--- src/rtl/nibble_serial_adder_ctrl.sv ---
`default_nettype none
// ============================================================================
// Module   : nibble_serial_adder_ctrl (with full_adder_4bit slice)
// Brief    : Wide add/subtract computed one nibble per clock through a single
//            4-bit ripple adder, with start/busy/done handshake.
// Revision : 1.0 - initial release
// ============================================================================

module full_adder_4bit (
    input  logic [3:0] a,
    input  logic [3:0] b,
    input  logic       cin,
    output logic [3:0] sum,
    output logic       cout
);
    logic [4:0] w_c;

    assign w_c[0] = cin;

    for (genvar gi = 0; gi < 4; gi++) begin : g_bit
        assign sum[gi]    = a[gi] ^ b[gi] ^ w_c[gi];
        assign w_c[gi+1]  = (a[gi] & b[gi]) | (w_c[gi] & (a[gi] ^ b[gi]));
    end

    assign cout = w_c[4];
endmodule

module nibble_serial_adder_ctrl #(
    parameter int N_NIBBLES = 4
) (
    input  logic                           clock,
    input  logic                           reset,
    input  logic                           start,
    input  logic                           op_sub,
    input  logic                           cin,
    input  logic [4*N_NIBBLES-1:0]         a,
    input  logic [4*N_NIBBLES-1:0]         b,
    output logic                           busy,
    output logic                           done,
    output logic [4*N_NIBBLES-1:0]         sum,
    output logic                           cout,
    output logic                           overflow,
    output logic [$clog2(N_NIBBLES)-1:0]   nibble_idx
);
    localparam int W     = 4 * N_NIBBLES;
    localparam int IDX_W = $clog2(N_NIBBLES);
    localparam logic [IDX_W-1:0] C_LAST_IDX = IDX_W'(N_NIBBLES - 1);

    typedef enum logic [1:0] {
        S_IDLE = 2'd0,
        S_RUN  = 2'd1,
        S_DONE = 2'd2
    } state_t;

    state_t           r_state;
    state_t           w_next;

    logic [W-1:0]     r_a_sh;
    logic [W-1:0]     r_b_sh;
    logic [W-1:0]     r_work;
    logic [W-1:0]     r_sum;
    logic             r_carry;
    logic             r_cout;
    logic             r_ovf;
    logic             r_a_msb;
    logic             r_b_msb;
    logic [IDX_W-1:0] r_idx;

    logic [3:0]       w_nib_sum;
    logic             w_nib_cout;
    logic             w_last;
    logic [W-1:0]     w_work_next;

    full_adder_4bit u_slice (
        .a    (r_a_sh[3:0]),
        .b    (r_b_sh[3:0]),
        .cin  (r_carry),
        .sum  (w_nib_sum),
        .cout (w_nib_cout)
    );

    assign w_last      = (r_idx == C_LAST_IDX);
    assign w_work_next = {w_nib_sum, r_work[W-1:4]};

    always_ff @(posedge clock or posedge reset) begin
        if (reset) begin
            r_state <= S_IDLE;
        end else begin
            r_state <= w_next;
        end
    end

    always_comb begin
        w_next = r_state;
        case (r_state)
            S_IDLE:  if (start)  w_next = S_RUN;
            S_RUN:   if (w_last) w_next = S_DONE;
            S_DONE:  w_next = S_IDLE;
            default: w_next = S_IDLE;
        endcase
    end

    // Results are committed on the final RUN edge so they are valid in DONE.
    always_ff @(posedge clock or posedge reset) begin
        if (reset) begin
            r_a_sh  <= '0;
            r_b_sh  <= '0;
            r_work  <= '0;
            r_sum   <= '0;
            r_carry <= 1'b0;
            r_cout  <= 1'b0;
            r_ovf   <= 1'b0;
            r_a_msb <= 1'b0;
            r_b_msb <= 1'b0;
            r_idx   <= '0;
        end else begin
            case (r_state)
                S_IDLE: begin
                    if (start) begin
                        r_a_sh  <= a;
                        r_b_sh  <= op_sub ? ~b : b;
                        r_carry <= op_sub ? 1'b1 : cin;
                        r_a_msb <= a[W-1];
                        r_b_msb <= op_sub ? ~b[W-1] : b[W-1];
                        r_work  <= '0;
                        r_idx   <= '0;
                    end
                end
                S_RUN: begin
                    r_a_sh  <= {4'b0000, r_a_sh[W-1:4]};
                    r_b_sh  <= {4'b0000, r_b_sh[W-1:4]};
                    r_work  <= w_work_next;
                    r_carry <= w_nib_cout;
                    r_idx   <= r_idx + 1'b1;
                    if (w_last) begin
                        r_sum  <= w_work_next;
                        r_cout <= w_nib_cout;
                        r_ovf  <= (r_a_msb == r_b_msb) && (w_work_next[W-1] != r_a_msb);
                    end
                end
                default: ;
            endcase
        end
    end

    assign busy       = (r_state != S_IDLE);
    assign done       = (r_state == S_DONE);
    assign sum        = r_sum;
    assign cout       = r_cout;
    assign overflow   = r_ovf;
    assign nibble_idx = (r_state == S_RUN) ? r_idx : '0;

endmodule
`default_nettype wire

--- config.mk ---
export PLATFORM = sky130hd
export DESIGN_NAME = nibble_serial_adder_ctrl
export DESIGN_NICKNAME = d
export VERILOG_FILES = /design/src/rtl/nibble_serial_adder_ctrl.sv
export SDC_FILE = /design/constraint.sdc
export NUM_CORES = 1
export LEC_CHECK = 0
export ABC_AREA = 1
export BUFFER_PORTS_ARGS = -buffer_cell sky130_fd_sc_hd__buf_2
export CAP_MARGIN = 0
export CORE_UTILIZATION = 58
export CTS_BUF_LIST = sky130_fd_sc_hd__clkbuf_8
export DETAILED_ROUTE_END_ITERATION = 6
export PLACE_DENSITY = 0.94
export SYNTH_ARGS = -nofsm -noshare
export SYNTH_HDL_FRONTEND = slang
export SYNTH_SLANG_ARGS = --single-unit
--- constraint.sdc ---
create_clock -name clock -period 2.59 [get_ports clock]
set_input_delay 0.6475 -clock clock [delete_from_list [all_inputs] [get_ports clock]]
set_output_delay 0.6475 -clock clock [all_outputs]
set_load 0.1 [all_outputs]
# Word level (Yosys, flattened, before mapping)
# Index checks and enable logic that the tools add are counted.
[totals]
output_inout_bits = 22
inputBits = 37
word_cells = 66
ff_bits = 73
[op_classes]
bitwise = 22
n_eq_ne = 7
n_addsub = 1
reduce_logical = 8
muxes = 17
[ops]
columns = ["operator", "count"]
rows = [
  ["one-hot mux 16 bit (2 select lines)", 3],
  ["2-to-1 mux 16 bit", 4],
  ["NOT 16 bit", 1],
  ["AND 1 bit", 8],
  ["2-to-1 mux 2 bit", 4],
  ["one-hot mux 2 bit (2 select lines)", 2],
  ["AND reduction 2 bit", 4],
  ["bitwise XOR 1 bit", 8],
  ["== test 2 bit (second input constant)", 2],
  ["!= test 2 bit (second input constant)", 2],
  ["OR 1 bit", 4],
  ["nonzero test 2 bit", 2],
  ["2-to-1 mux 1 bit", 3],
  ["adder 2 x 1 -> 2 bit (second input constant)", 1],
  ["== test 2 x 1 -> 1 bit (second input constant)", 1],
  ["zero test 2 bit", 1],
  ["one-hot mux 1 bit (2 select lines)", 1],
  ["== test 1 bit", 1],
  ["logical AND 1 bit", 1],
  ["!= test 1 bit", 1],
  ["NOT 1 bit", 1],
]

# Logic depth before layout (Yosys ltp)
# Gate-level depths: netlist of the first run.
[depth]
ltp_word = 10
mapped_depth = 11
ltp_nobuf = 11

# Hierarchy
# A second synthesis of the first run with hierarchy kept.
[hier_totals]
hier_cells = 417
hier_area_um2 = 3384.5
[by_module_without_submodules]
columns = ["mod", "seq_area_each_um2", "instances", "area_each_um2", "cells_each"]
rows = [
  ["nibble_serial_adder_ctrl", 1726.7, 1, 3266.9, 403],
  ["full_adder_4bit", 0.0, 1, 117.6, 14],
]

# Least setup slack after synthesis of the first run
# OpenSTA, ideal clock, no wires.
[synth_timing]
path_kind = "register to output"
start = "register r_state[1]"
end = "output port nibble_idx[0]"
t_arrival_ns = 2.038
path_buffers = 1
path_slack_ns = -0.095
stages_incl_launch_ff = 5
cell_sequence = "dfrtp_1 > inv_4 > nand2_4 > buf_2 > nor2_1"
[synth_between]
elab_chain_cells = 2
[synth_lines]
columns = ["item", "line", "source"]
rows = [
  ["start: declaration", "55", "state_t r_state;"],
  ["start signal: assignment", "89", "r_state <= w_next;"],
  ["== test 2 x 1 -> 1 bit", "151", "assign nibble_idx = (r_state == S_RUN) ? r_idx : '0;"],
  ["2-to-1 mux 2 bit", "151", ""],
  ["end: declaration", "43", "output logic [$clog2(N_NIBBLES)-1:0] nibble_idx"],
]
# No other way between the ends.

# Final worst setup path of the first run
[layout_timing]
start = "register r_state[1]"
end = "output port nibble_idx[1]"
# The elaborated chain is that of the path after synthesis.

==> metrics, run 1 <==
status=finished, final reports clean; DRC Markers=0; fin. max-slew vios=0; Power Dens Cells=1380 nW/um^2; CP endpoint kind=output port; leakage=0.002168 uW; register area=1727 um^2; RSZ-0062 raised after global routing=no; Setup Fix Bufs, Post-CTS=0; CP Cell Sequence=inv_4 -> nand2_4 -> nor2_1 -> buf_2; dominant cells by area after synthesis=dfrtp_1 (51%), nand2_1 (24%), inv_1 (4.1%); Setup Viol. Count Final=0; Post-CTS Hold Buffers=0; area leader, netlist=dfrtp_1; met2 Use GR=0.3868; gr busiest metal=met2; most common cell in the netlist=nand2_1; commonest cells in the netlist=nand2_1 (211), dfrtp_1 (69), inv_1 (37), nand3_1 (27), o21ai_0 (18); GR Overflow Total=0; Crit Path Max Fanout=28; Die W=78.05 um; Slowest cell on crit path=dfrtp_1; share of cells above drive strength 1=0.2064; cell area after layout=3774 um^2; via count=2,712; r2r startpoint=r_a_sh[0]$_DFFE_PP0P_; worst slew pin tran=0.5739 ns; mapped cell area=roughly 3400 um^2; crit path capture=nibble_idx[1]; iteration count of the initial detailed-routing pass=6; clk slew on worst S/H paths=~0.07 ns; synth warn=0; routing usage on met1=0.3098; CP Data Arrival Time=1.79 ns; ANT cells=0; post-CTS sizing=0; CTS tree=built; CTS Buf Count=9; Post-DP Area=~3600 um^2; Final Net Count=510; multi-input combinational cell area=1319 um^2; worst path required time=1.94 ns; Fillers=436; core footprint=5540 um^2; Max Cap Violations=0; Routed WL=around 6.6 mm; wire length per cell=12.10 um; port bufs=58; kind of critical path=reg2out; Post-synth EDFFs=0; Netlist cell types=19; Final Core Density=0.6811; Final Hold Vio Count=0; Final min period=2.435 ns; Peak VDD IR=905.8 uV; # IOs=approximately 60; setup slack after layout=between 0.15 and 0.2 ns; sequential element share of the synthesized area=0.5147; #FFs+latches synth=between 60 and 70; Max clock buf depth=2; post-DR vias/cell=5.004; Critical Path Source Type=flop; CTS sink count=69; Slew headroom=0.6160; Clk Latency, worst-skew pair=0.34 ns; Die ar.=approximately 6100 um^2; top cell type's share of synthesized area=0.5147; met3 Use GR=0.05581; Post-Layout Cell Count=542; R2R cell count=11; DIE HEIGHT=78.05 um; slowest stage delay, CP=0.46 ns; FF-to-FF End=overflow$_DFFE_PP0P_; largest net degree at the start of global routing=45; first-pass GRT wire length=11.14 mm; Worst Setup SP=r_state[1]$_DFFE_PP0P_; vias in the first global route=2,544; syn nets=between 400 and 500; final period utilization=0.9403; Rows=27; fmax=~410 MHz; Hold Worst Slack=between 0.3 and 0.4 ns; Synth Flop Type=dfrtp_1; antenna violations before repair=0; initial core utilization=0.6055; Tightest Hold Check Type=in2async; average size of a mapped cell=8.103 um^2; RD Place Congestion=0.8102; flop2flop setup slack=0.22 ns; async set-reset flop share out of synthesis=1.000; Initial DRC Count=158; antenna-violating nets left=0; Layout Skew=between 0.007 and 0.008 ns; Mapped Cells=414; DPL Wire Length=4.638 mm; area grow syn2layout=12.50%; Place WS=0.2207 ns; total number of H-tree levels=3; CTS root buf=clkbuf_8; Placed Cells=529; gr usage total=0.2395
[how the worst min path moves through the flow]
stage                          start                 end  slack, ns  cells past startpoint
2_1_floorplan  r_work[4]$_DFFE_PP0P_  sum[0]$_DFFE_PP0P_       0.44                      2
3_3_place_gp   r_work[6]$_DFFE_PP0P_  sum[2]$_DFFE_PP0P_       0.45                      2
3_5_place_dp      sum[9]$_DFFE_PP0P_  sum[9]$_DFFE_PP0P_       0.46                      2
4_1_cts                        reset  sum[8]$_DFFE_PP0P_       0.36                      2
5_1_grt                        reset  sum[1]$_DFFE_PP0P_       0.39                      2
6_report                       reset  sum[2]$_DFFE_PP0P_       0.35                      2
[per-layer routing]
layer	wire, um	vias up
li1	-	1356
met1	2888	1265
met2	3228	80
met3	334	11
met4	108	0
met5	0	-
[area by class of cell]
| cell class | count | area share |
|---|---|---|
| flip-flops and latches | 69 | 0.4576 |
| multi-input cells | 286 | 0.3495 |
| repair buffers | 62 | 0.08820 |
| inverters | 40 | 0.04045 |
| clock buffers | 10 | 0.03647 |
| well taps | 72 | 0.02387 |
| clock inverters | 3 | 0.003979 |
[power breakdown]
| group | leakage, uW | total, uW | switching (uW) | internal [uW] |
|---|---|---|---|---|
| Combinational | 0.00119 | 2690 | 2090 | 601 |
| Clock | 0.0000836 | 716 | 364 | 352 |
| Sequential | 0.000893 | 1800 | 277 | 1530 |
[state kept, by name (all words and copies together), names as in the netlist]
name      count
sum          16
overflow      1
r_a_sh       16
r_b_msb       1
r_b_sh       16
r_idx         2
r_a_msb       1
r_carry       1
r_state       2
r_work       12
cout          1
[cell families (layout without fill, tap and decap cells)]
family,after synthesis,count (layout),share of synthesized area
simple gates,248,248,0.2973
flops,69,69,0.5147
buf+inv,59,115,0.09213
compound gates,31,31,0.06304
fa+ha+maj,5,5,0.02760
xor+xnor,2,2,0.005223
[per-stage QoR]
stage               setup TNS [ns]  power [uW]
finish                           0        5207
global route                     0        5555
CTS                              0        5236
detailed placement               0        4506
global placement                 0        4390
floorplan                  -0.1907        4088
[layout by cell type, fill, tap and decap left out]
cell      count
clkbuf_8     10
nor2_1        5
clkinv_2      3
buf_2        58
o21ai_4       1
buf_4         3
nor2_4        2
inv_2         3
nand3_1      27
inv_1        36
o21ai_2      12
fa_1          4
xor2_1        2
nand2_1     211
nand2_2       1
nand2_4       2
inv_4         1
o21ai_0      18
buf_12        1
ha_1          1
dfrtp_1      69
[worst max-delay path: cells and delay by family, from the launching register on]
| kind | cells | cell delay [ns] |
|---|---|---|
| AND/OR/NAND/NOR | 2 | 0.36 |
| flip-flops | 1 | 0.46 |
| buffers and inverters | 2 | 0.63 |
Power figures use the tool's default switching activity.
==> inputs of run 2 (changes only) <==
--- a/config.mk
+++ b/config.mk
@@ -8,6 +8,7 @@
 export ABC_AREA = 1
 export BUFFER_PORTS_ARGS = -buffer_cell sky130_fd_sc_hd__buf_2
 export CAP_MARGIN = 0
+export CORE_MARGIN = 2
 export CORE_UTILIZATION = 58
 export CTS_BUF_LIST = sky130_fd_sc_hd__clkbuf_8
 export DETAILED_ROUTE_END_ITERATION = 6
==> constraint.sdc (replaced) <==
create_clock -name clock -period 2.59 [get_ports clock]
set_input_delay 0.259 -clock clock [delete_from_list [all_inputs] [get_ports clock]]
set_output_delay 0.259 -clock clock [all_outputs]
set_load 0.1 [all_outputs]
==> metrics, run 2 (synthesis results as in run 1) <==
Post-CTS Hold Buffers=0 (unchanged); iteration count of the initial detailed-routing pass=4 (-2); gr usage total=0.2428 (+0.003273); CTS root buf=clkbuf_8; antenna-violating nets left=0 (unchanged); post-DR vias/cell=5.061 (+1.1%); Slew headroom=0.5460 (-0.07001); initial core utilization=0.6055 (unchanged); flop2flop setup slack=0.17 ns (-0.05 ns); routing usage on met1=0.3013 (-0.008517); core footprint=5540 um^2 (unchanged); fin. max-slew vios=0 (unchanged); DIE HEIGHT=80.05 um (+2.6%); combinational share of power=0.493 (-0.023); share of cells above drive strength 1=0.2097 (+0.003363); met2 Use GR=0.4050 (+0.01816); wire length per cell=12.70 um (+4.9%); Initial DRC Count=173 (+9.5%); Final Hold Vio Count=0 (unchanged); Place WS=0.1886 ns (-0.03212 ns); DRC Markers=0 (unchanged); Rows=27 (unchanged); most used cell, CP=fa_1; Tightest Hold Check Type=in2async; worst path required time=2.83 ns (+0.89 ns); Slowest cell on crit path=fa_1; largest net degree at the start of global routing=39 (-13%); Die ar.=6408 um^2 (+5.2%); Psw=2793 uW (+2.4%); CP endpoint kind=flop; Final Net Count=509 (-0.20%); CP Cell Sequence=inv_1 -> fa_1 -> inv_1 -> fa_1 -> fa_1 -> fa_1 -> inv_1 -> nand3_1 -> nand2_1 -> nand2_1 -> nand2_1; worst slew pin tran=0.6800 ns (+0.1062 ns); critical path buffer and inverter count=3 (+1); setup slack after layout=0.1701 ns (+0.01549 ns); RSZ-0062 raised after global routing=no; RD Place Congestion=0.7890 (-2.6%); CP Data Arrival Time=2.66 ns (+0.87 ns); Crit Path Max Fanout=3 (-89%); Final min period=2.420 ns (-0.01549 ns); total number of H-tree levels=3 (unchanged); via count=2,753 (+1.5%); CTS tree=built; Clock power frac=0.179 (+0.041); Routed WL=6.907 mm (+5.3%); Pwr Total=5495 uW (+5.5%); post-CTS sizing=0 (unchanged); status=finished, final reports clean; setup tns final=0 ns (unchanged); FF-to-FF End=overflow$_DFFE_PP0P_; Power Dens Cells=1427 nW/um^2 (+3.4%); # IOs=59 (unchanged); Max clock buf depth=2 (unchanged); kind of critical path=reg2reg; Setup Viol. Count Final=0 (unchanged); gr busiest metal=met2; register share of total power=0.327 (-0.019); final period utilization=0.9343 (-0.005980); Clk Latency, worst-skew pair=0.35 ns (about the same); area grow syn2layout=14.77%; fmax=413.2 MHz (+0.64%); Setup Fix Bufs, Post-CTS=0 (unchanged); Die W=80.05 um (+2.6%); Power Internal=2702 uW (+9.0%); Layout Skew=0.008228 ns (+0.0009243 ns); Max Cap Violations=0 (unchanged); leakage=0.002196 uW (+1.3%); CTS sink count=69 (unchanged); Sw Ratio=0.5082 (-0.01568); clk slew on worst S/H paths=0.08 ns (about the same); CP delay by family, top=adder cells; ANT cells=0 (unchanged); slowest stage delay, CP=0.51 ns (+0.05 ns); Post-Layout Cell Count=544 (+0.37%); R2R cell count=11 (unchanged); antenna violations before repair=0 (unchanged); port bufs=58 (unchanged); Peak VDD IR=890.2 uV (-1.7%); DPL Wire Length=4.650 mm (+0.27%); Hold Worst Slack=0.005086 ns (-0.3478 ns); most common cell after layout, fill and taps aside=nand2_1; r2r startpoint=r_a_sh[0]$_DFFE_PP0P_; CTS Buf Count=9 (unchanged); GR Overflow Total=0 (unchanged); first-pass GRT wire length=11.77 mm (+5.6%); met3 Use GR=0.06292 (+0.007107); vias in the first global route=2,632 (+3.5%); Critical Path Source Type=flop; commonest non-fill, non-tap cells in the layout=nand2_1 (211), dfrtp_1 (69), buf_2 (58); Placed Cells=528 (-0.19%)
## run 2: changes by cell type in the layout (fill, tap and decap cells not counted), sizes merged
cell and change:
bufinv +2, buf -1, clkinvlp +1
## run 2: power groups by stage
stage	Sequential (uW)	Combinational (uW)	Clock [uW]
after floorplan	2590	1500	0
after global placement	1780	2620	0
after detailed placement	1810	2700	0
after CTS	1800	2730	1000
after global routing	1850	2980	1050
final	1800	2710	985
## run 2: per-layer routing
| layer | up-vias | wire length (um) |
|---|---|---|
| met3 | 10 | 370 |
| met4 | 0 | 94 |
| li1 | 1366 | - |
| met2 | 76 | 3530 |
| met1 | 1301 | 2911 |
| met5 | - | 0 |
## run 2: per-stage QoR
step	instance area, um^2	utilization
after floorplan	3354	-
final	3850	0.6949
after global placement	3626	0.6545
after CTS	3850	0.6949
after detailed placement	3626	0.6545
after global routing	3850	0.6949
## run 2: final cells by class
class	instances	area (um^2)
fill	439	1690
timing repair buffer	61	337.8
sequential	69	1727
inverter	40	152.6
clock buffer	10	137.6
tap	72	90.09
clock inverter	6	86.33
multi-input combinational	286	1319
## run 2: worst max-delay path by stage
stage,cells after the start,end,from,slack [ns]
CTS,11,overflow$_DFFE_PP0P_,r_a_sh[0]$_DFFE_PP0P_,0.17
floorplan,4,nibble_idx[0],r_state[1]$_DFFE_PP0P_,0.29
detailed placement,11,overflow$_DFFE_PP0P_,r_a_sh[0]$_DFFE_PP0P_,0.19
global route,11,overflow$_DFFE_PP0P_,r_a_sh[0]$_DFFE_PP0P_,0.03
global placement,11,overflow$_DFFE_PP0P_,r_a_sh[0]$_DFFE_PP0P_,0.28
finish,11,overflow$_DFFE_PP0P_,r_a_sh[0]$_DFFE_PP0P_,0.17
==> inputs of run 3 (changes only) <==
--- a/config.mk
+++ b/config.mk
@@ -9,10 +9,10 @@
 export BUFFER_PORTS_ARGS = -buffer_cell sky130_fd_sc_hd__buf_2
 export CAP_MARGIN = 0
 export CORE_MARGIN = 2
-export CORE_UTILIZATION = 58
+export CORE_UTILIZATION = 45
 export CTS_BUF_LIST = sky130_fd_sc_hd__clkbuf_8
 export DETAILED_ROUTE_END_ITERATION = 6
-export PLACE_DENSITY = 0.94
+export PLACE_DENSITY = 0.78
 export SYNTH_ARGS = -nofsm -noshare
 export SYNTH_HDL_FRONTEND = slang
 export SYNTH_SLANG_ARGS = --single-unit
==> metrics, run 3 (synthesis results as in run 1) <==
# IOs=59 (unchanged); Critical Path Source Type=flop; antenna-violating nets left=0 (unchanged); worst slew pin tran=0.4929 ns (-0.1871 ns); CTS Buf Count=9 (unchanged); clk slew on worst S/H paths=0.08 ns (about the same); CTS tree=built; share of cells above drive strength 1=0.2110 (+0.001225); most common cell after layout, fill and taps aside=nand2_1; Die ar.=8161 um^2 (+27%); Max Cap Violations=0 (unchanged); post-CTS sizing=0 (unchanged); fmax=413.6 MHz (about the same); status=finished, final reports clean; first-pass GRT wire length=11.59 mm (-1.5%); wire length per cell=11.59 um (-8.7%); Clk Latency, worst-skew pair=0.35 ns (about the same); iteration count of the initial detailed-routing pass=4 (unchanged); initial core utilization=0.4625 (-0.1430); Post-Layout Cell Count=573 (+5.3%); Max clock buf depth=2 (unchanged); gr usage total=0.1768 (-0.06601); total number of H-tree levels=3 (unchanged); Final Core Density=0.5308 (-0.1641); Crit Path Max Fanout=3 (unchanged); Layout Skew=0.008767 ns (+0.0005390 ns); Setup Viol. Count Final=0 (unchanged); DIE HEIGHT=90.34 um (+13%); largest net degree at the start of global routing=40 (+2.6%); CTS sink count=69 (unchanged); cell area after layout=3850 um^2 (unchanged); Slew headroom=0.6737 (+0.1277); Setup Fix Bufs, Post-CTS=0 (unchanged); Die W=90.34 um (+13%); core footprint=7253 um^2 (+31%); setup tns final=0 ns (unchanged); DRC Markers=0 (unchanged); Routed WL=6.642 mm (-3.8%); GR Overflow Total=0 (unchanged); Initial DRC Count=153 (-12%); CP endpoint kind=flop; via count=2,628 (-4.5%); port bufs=58 (unchanged); CTS root buf=clkbuf_8; Rows=31 (+15%); RD Place Congestion=0.7534 (-4.5%); Tightest Hold Check Type=in2reg; Power Dens Cells=1386 nW/um^2 (-2.9%); fin. max-slew vios=0 (unchanged); Final min period=2.418 ns (-0.002041 ns); worst path required time=2.83 ns (about the same); commonest non-fill, non-tap cells in the layout=nand2_1 (211), dfrtp_1 (69), buf_2 (58); Fillers=710 (+62%); CP Data Arrival Time=2.66 ns (about the same); Post-CTS Hold Buffers=1 (+1); kind of critical path=reg2reg; leakage=0.002184 uW (-0.54%); ANT cells=0 (unchanged); vias in the first global route=2,526 (-4.0%); RSZ-0062 raised after global routing=no; DPL Wire Length=4.642 mm (-0.18%); post-DR vias/cell=4.586 (-9.4%); Final Hold Vio Count=0 (unchanged); antenna violations before repair=0 (unchanged); Peak VDD IR=582.5 uV (-35%); Final Net Count=511 (+0.39%); Placed Cells=556 (+5.3%); Post-DP Area=3642 um^2 (+0.45%); area grow syn2layout=14.77% (unchanged); final period utilization=0.9335 (about the same)
-- run 3: metrics by stage --
step | power (uW) | worst slack [ns] | hold WS (ns)
4_1_cts | 5384 | 0.1633 | 0.09525
3_5_place_dp | 4492 | 0.1787 | 0.2824
6_report | 5337 | 0.1722 | 0.1053
2_1_floorplan | 4088 | 0.2932 | 0.3686
3_3_place_gp | 4406 | 0.2702 | 0.2880
5_1_grt | 5709 | 0.02963 | 0.09465
-- run 3: report_power, final --
part | total [uW] | switching (uW) | internal, uW
clock network | 879 | 432 | 447
logic | 2670 | 2080 | 593
registers | 1780 | 259 | 1520
-- run 3: worst max-delay path, stage by stage (launching register included) --
cell and delay [ns]:
dfrtp_1 0.38, inv_1 0.08, fa_1 0.18, inv_1 0.05
fa_1 0.39, fa_1 0.40, fa_1 0.51, inv_1 0.08
nand3_1 0.07, nand2_1 0.05, nand2_1 0.06, nand2_1 0.05
-- run 3: layout make-up --
| class | instances | area [um^2] | area share |
|---|---|---|---|
| Tap cell | 99 | 123.9 | 0.03217 |
| Multi-Input combinational cell | 286 | 1319 | 0.3425 |
| Inverter | 40 | 152.6 | 0.03965 |
| Clock buffer | 9 | 123.9 | 0.03217 |
| Timing Repair Buffer | 63 | 330.3 | 0.08580 |
| Sequential cell | 69 | 1727 | 0.4485 |
| Clock inverter | 7 | 73.82 | 0.01917 |
-- run 3: final timing paths --
check                      cells past startpoint                     end                   from  slack (ns)
max                                           11    overflow$_DFFE_PP0P_  r_a_sh[0]$_DFFE_PP0P_        0.17
min in group asynchronous                      3    overflow$_DFFE_PP0P_                  reset        0.45
max in group asynchronous                      4     sum[14]$_DFFE_PP0P_                  reset        1.44
max reg2reg                                   11    overflow$_DFFE_PP0P_  r_a_sh[0]$_DFFE_PP0P_        0.17
min reg2reg                                    2      sum[1]$_DFFE_PP0P_  r_work[5]$_DFFE_PP0P_        0.48
min                                            3  r_a_sh[12]$_DFFE_PP0P_                  a[12]        0.11
-- run 3: per-layer routing --
metal  vias up  GRT usage  wire length (um)  part of all wire
met5         -          0                 0                 0
met4         0    0.06795               111             0.017
met3         9    0.04841               308             0.046
met2        72     0.2794              3107              0.47
met1      1179     0.2330              3115              0.47
li1       1368          -                 -                 -
